<file path="src/rtl/icache_refill_controller.sv">
// icache_refill_controller: fetches 8-word lines on a miss and turns flush requests into cache invalidations
module icache_refill_controller #(
  parameter int VLEN         = 32,
  parameter int TIMEOUT_LOG2 = 10
) (
  input  logic                clock,
  input  logic                reset_n,
  input  logic                miss,
  input  logic [VLEN-6:0]     miss_vaddr,
  input  logic                pipe_stall,
  input  logic                redirect,
  input  logic                flush_req,
  input  logic                flush_selective,
  input  logic                flush_vaddr_top,
  output logic                flush_ack,
  output logic                mem_req_valid,
  input  logic                mem_req_ready,
  output logic [VLEN-3:0]     mem_req_addr,
  input  logic                mem_rsp_valid,
  input  logic [31:0]         mem_rsp_data,
  input  logic                mem_rsp_err,
  output logic [VLEN-6:0]     cache_port_addr,
  output logic [7:0][31:0]    cache_port_data,
  output logic                cache_port_set,
  output logic                cache_invalidate,
  output logic                selective_invalidate,
  output logic                selective_invalidate_vaddr,
  output logic                refill_busy,
  output logic                fetch_fault
);
  typedef enum logic [2:0] {IDLE, REQ, RESP, WRITE, INVAL, ERR} state_t;
  state_t                  state, state_nx;
  logic [VLEN-6:0]         line;
  logic [2:0]              beat;
  logic [TIMEOUT_LOG2-1:0] watchdog;
  logic [7:0][31:0]        line_buf;

  // state register
  always_ff @(posedge clock or negedge reset_n)
    if (!reset_n) state <= IDLE;
    else          state <= state_nx;

  // next state: flush beats miss in IDLE, a flush arriving mid-refill waits for the write
  always_comb begin
    state_nx = state;
    case (state)
      IDLE:  state_nx = flush_req ? INVAL : miss ? REQ : IDLE;
      REQ:   state_nx = mem_req_ready ? RESP : REQ;
      RESP:  state_nx = mem_rsp_valid ? (mem_rsp_err ? ERR : beat == 3'd7 ? WRITE : REQ)
                                      : &watchdog ? ERR : RESP;
      WRITE: state_nx = pipe_stall ? WRITE : flush_req ? INVAL : IDLE;
      INVAL: state_nx = pipe_stall ? INVAL : IDLE;
      ERR:   state_nx = redirect ? IDLE : ERR;
      default: state_nx = IDLE;
    endcase
  end

  // line address capture, beat counter, response watchdog and line buffer
  always_ff @(posedge clock or negedge reset_n)
    if (!reset_n) begin
      line     <= '0;
      beat     <= '0;
      watchdog <= '0;
      line_buf <= '0;
    end else begin
      if (state == IDLE && !flush_req && miss) begin
        line <= miss_vaddr;
        beat <= '0;
      end
      if (state == REQ && mem_req_ready) watchdog <= '0;
      if (state == RESP) begin
        watchdog <= watchdog + 1'b1;
        if (mem_rsp_valid && !mem_rsp_err) begin
          line_buf[beat] <= mem_rsp_data;
          beat           <= beat + 3'd1;
        end
      end
    end

  // outputs decoded from state; everything idles at zero
  always_comb begin
    mem_req_valid              = state == REQ;
    mem_req_addr               = mem_req_valid ? {line, beat} : '0;
    cache_port_set             = state == WRITE;
    cache_port_addr            = cache_port_set ? line : '0;
    cache_port_data            = cache_port_set ? line_buf : '0;
    cache_invalidate           = state == INVAL;
    selective_invalidate       = cache_invalidate & flush_selective;
    selective_invalidate_vaddr = cache_invalidate & flush_vaddr_top;
    flush_ack                  = cache_invalidate & ~pipe_stall;
    refill_busy                = state != IDLE;
    fetch_fault                = state == ERR;
  end
endmodule

</file>
<file path="config.mk">
export PLATFORM = sky130hd
export DESIGN_NAME = icache_refill_controller
export DESIGN_NICKNAME = d
export VERILOG_FILES = /design/src/rtl/icache_refill_controller.sv
export SDC_FILE = /design/constraint.sdc
export NUM_CORES = 1
export LEC_CHECK = 0
export ABC_AREA = 1
export CAP_MARGIN = 20
export CORE_AREA = 2 2 234 236
export CTS_CLUSTER_SIZE = 24
export DETAILED_ROUTE_END_ITERATION = 8
export DIE_AREA = 0 0 236 238
export PLACE_DENSITY = 0.57
export REMOVE_ABC_BUFFERS = 1
export SYNTH_ARGS = -nofsm -noshare
export SYNTH_HDL_FRONTEND = slang
export SYNTH_SLANG_ARGS = --single-unit
export TNS_END_PERCENT = 20
</file>
<file path="constraint.sdc">
create_clock -name clock -period 1.63 [get_ports clock]
set_input_delay 0.4075 -clock clock [delete_from_list [all_inputs] [get_ports clock]]
set_output_delay 0.4075 -clock clock [all_outputs]
set_load 0.02 [all_outputs]
</file>
==> flow_metrics.py <==
metrics = {
    "run_status": {
        "status": "complete, but fails checks",
        "violations": "negative setup slack",
    },
    "critical_path": {
        "required_ns": 1.22,
        "slowest_delay_ns": 0.38,
        "crit_path_start": "state[0]",
        "crit_path_end_kind": "output port",
        "critPathKind": "flip-flop to output port",
        "critical_path_depth": 7,
        "reg2reg_depth": 10,
        "r2r-start": "state[2]",
        "worstSetupStartpointType": "flip-flop",
        "crit_buf_inv": 4,
        "critPathTopFamily": "buffers and inverters",
        "crit_path_end": "cache_port_data[173]",
        "reg2reg_slack_ns": -0.15,
        "worstPathArrival_ns": 1.95,
        "cpMostUsedCell": "nor2_1",
        "r2r-end": "line_buf[100]",
        "path_cells": "nand2_1, nor2_1, buf_4, inv_16, buf_6, nor2_1, dlygate4sd2_1",
        "cpMaxStageDelayCell": "dfrtp_1",
        "path_max_fanout": 16,
    },
    "power_and_ir_drop": {
        "ir_drop_v": 0.0006759,
        "internal_power_w": 0.01531,
        "pwr-share-clk": 0.382,
        "p_total_w": 0.02188,
        "swShare": 0.3001,
        "leakagePower_nw": 9.204,
        "netSwitchingPower_w": 0.006565,
        "combPwrFrac": 0.200,
        "power_density_mw_per_mm2": 1141,
        "p_seq_frac": 0.418,
    },
    "cts": {
        "clk_latency_ns": 0.54,
        "cts.sinks": 299,
        "cts_root_buf": "clkbuf_16",
        "cts_buffer_depth": 3,
        "tritoncts": "done",
        "cts_max_level": 2,
        "cts_made_buffers": 36,
        "clkSlewWorstSetupHoldPaths_ns": 0.06,
        "cts_setup_buffers": 0,
    },
    "sta": {
        "timing.final.hold_violations": 0,
        "setup_tns_ns": -209.18,
        "timing.final.crit_share": 1.447,
        "setup_viol": 581,
        "slew_headroom": 0.6477,
        "clock_skew_ns": 0.01571,
        "final_max_slew_viol_count": 0,
        "rsz0062_at_grt": "true",
        "period_minus_slack_ns": 2.358,
        "fmax_mhz": 424.0,
        "hold_ws_ns": 0.4206,
        "layout_setup_ws_ns": -0.7283,
        "tightestPinTransition_ns": 0.5285,
    },
    "grt": {
        "grt_start_max_net_pins": 55,
        "antenna_found_initial": 0,
        "grt_pass1_vias": 12120,
        "grt_overflow": 0,
        "grt_pass1_wl_um": 69030,
        "grtUsageTotal": 0.1549,
    },
    "drt": {
        "drt_iter0_markers": 703,
        "postRouteAntennaNets": 0,
        "route.vias.total": 12010,
        "drt_pass1_iterations": 4,
        "drc": 0,
        "routedWlPerCell_um": 15.28,
        "wirelength_um": 43830,
        "routed_via_density": 4.186,
    },
    "final_layout": {
        "final_nets": 2217,
        "layout-drive-gt1-share": 0.2270,
        "area_growth_pct": 39.10,
    },
    "die": {
        "initial_core_util": 0.2577,
        "fp.dieW_um": 236,
        "fp.coreArea_mm2": 0.05350,
        "rows": 85,
        "ioPinCount": 391,
        "dieArea_mm2": 0.05617,
        "die_y_um": 238,
    },
    "placed_design": {
        "dp_hpwl_um": 30620,
        "place_ws_ns": -0.5351,
        "portBuffers": 390,
        "place_congestion": 0.8109,
    },
    "synth": {
        "synth_top_flop_cell": "dfrtp_1",
        "synth_mux_area_frac": 0,
        "synth-edff-count": 0,
        "yosys-top-cells-count": "363 x nor2_1, 339 x inv_1, 301 x nand2_1",
        "synthTopCellsByArea": "dfrtp_1 54%, nor2_1 9.9%, inv_1 9.2%",
        "ys_async_sr_fraction": 1.000,
        "synth_most_common_cell": "nor2_1",
        "ys_seq_elements": 299,
        "synth_adder_area_share": 0.002723,
        "synthCells": 1724,
        "synth_cell_types": 27,
        "postSynthAreaPerCell_um2": 7.996,
        "synth_top_family_by_area": "simple AND/OR/NAND/NOR gates",
        "syn-cell-area_mm2": 0.01378,
        "synth_top_area_share": 0.5428,
        "synth-xor-area-share": 0,
        "yosysTopAreaCell": "dfrtp_1",
        "synth_simple_gate_area_frac": 0.1977,
        "ys_seq_area_frac": 0.5428,
        "synth_warnings": 0,
        "synth_compound_area_frac": 0.1149,
    },
    "job": {
        "maxCapViolCount": 0,
    },
    "min_path": {
        "hold_path.class": "input pin to async pin",
    },
}
==> through the flow <==
stage | utilization | area [µm²] | std cells
final | 0.3584 | 19170 | 2869
after global routing | 0.3584 | 19170 | 2868
after CTS | 0.3686 | 19720 | 2867
after detailed placement | 0.3517 | 18810 | 2797
after global placement | 0.3517 | 18810 | 2797
after floorplan | - | 13110 | 1634
==> timing repair <==
item                                    4_1_cts  5_1_grt
cloned                                        3        1
endpoints found under the setup margin      583      588
resized for setup                           601      657
endpoints found under the hold margin        35        0
hold buffers                                  1        0
==> worst min path at each step <==
stage,start,endpoint,slack [ns],cells past startpoint
after CTS,reset_n,line_buf[208],0.39,2
after detailed placement,reset_n,line_buf[208],0.40,1
after global routing,reset_n,line_buf[240],0.42,2
final,reset_n,line_buf[80],0.42,2
after global placement,reset_n,line_buf[80],0.39,1
after floorplan,reset_n,beat[0],0.11,0
==> placed cells by master (no fill, tap or decap), types with 12 or more instances in the layout <==
cell type	count
dfrtp_1	299
o21ai_2	24
buf_12	25
clkbuf_16	39
dlygate4sd2_1	22
a21oi_1	32
nor2_2	19
clkbuf_2	87
inv_1	338
buf_4	169
nor2_1	344
clkdlybuf4s50_1	68
nand3_1	12
o21ai_1	56
clkbuf_8	12
o21ai_0	184
nand2_1	301
buf_2	76
==> worst register-to-register path, delay by kind of cell (launching register included) <==
family                 cells  cell delay [ns]
flip-flops                 1             0.37
AND/OR/NAND/NOR            4             0.49
buffers and inverters      5             0.69
AO/OA/AOI/OAI              1             0.09
==> power by group through the flow <==
stage | sequential [W] | combinational, W | clock (W)
global route | 0.00927 | 0.00495 | 0.00895
finish | 0.00913 | 0.00438 | 0.00836
detailed placement | 0.00924 | 0.00458 | 0
CTS | 0.00913 | 0.00446 | 0.00864
floorplan | 0.00914 | 0.00246 | 0
global placement | 0.00921 | 0.00451 | 0
==> cells by family after synthesis <==
family	after synthesis
AND/OR/NAND/NOR	693
flip-flops	299
AO/OA/AOI/OAI	298
buffers and inverters	431
adder cells (fa/ha/maj)	3
==> registers in the layout, summed over array words and instances (netlist names) <==
| name | cells |
|---|---|
| beat | 3 |
| line | 27 |
| line_buf | 256 |
| state | 3 |
| watchdog | 10 |
==> per-layer routing <==
metal | global-route usage | up-vias | part of all wire
met5 | 0 | - | 0
met4 | 0.04459 | 0 | 0.021
met3 | 0.02938 | 57 | 0.048
met2 | 0.2542 | 284 | 0.47
met1 | 0.2084 | 5681 | 0.46
li1 | - | 5987 | -
==> final cells by class <==
class | count | area [µm²]
fill | 5668 | 34320
sequential | 299 | 7482
multi-input combinational | 994 | 4417
timing repair buffer | 472 | 3841
inverter | 341 | 1296
clock buffer | 54 | 1131
tap | 696 | 870.8
clock inverter | 12 | 133.9
antenna | 1 | 2.502
(Power assumes the default switching activity.)
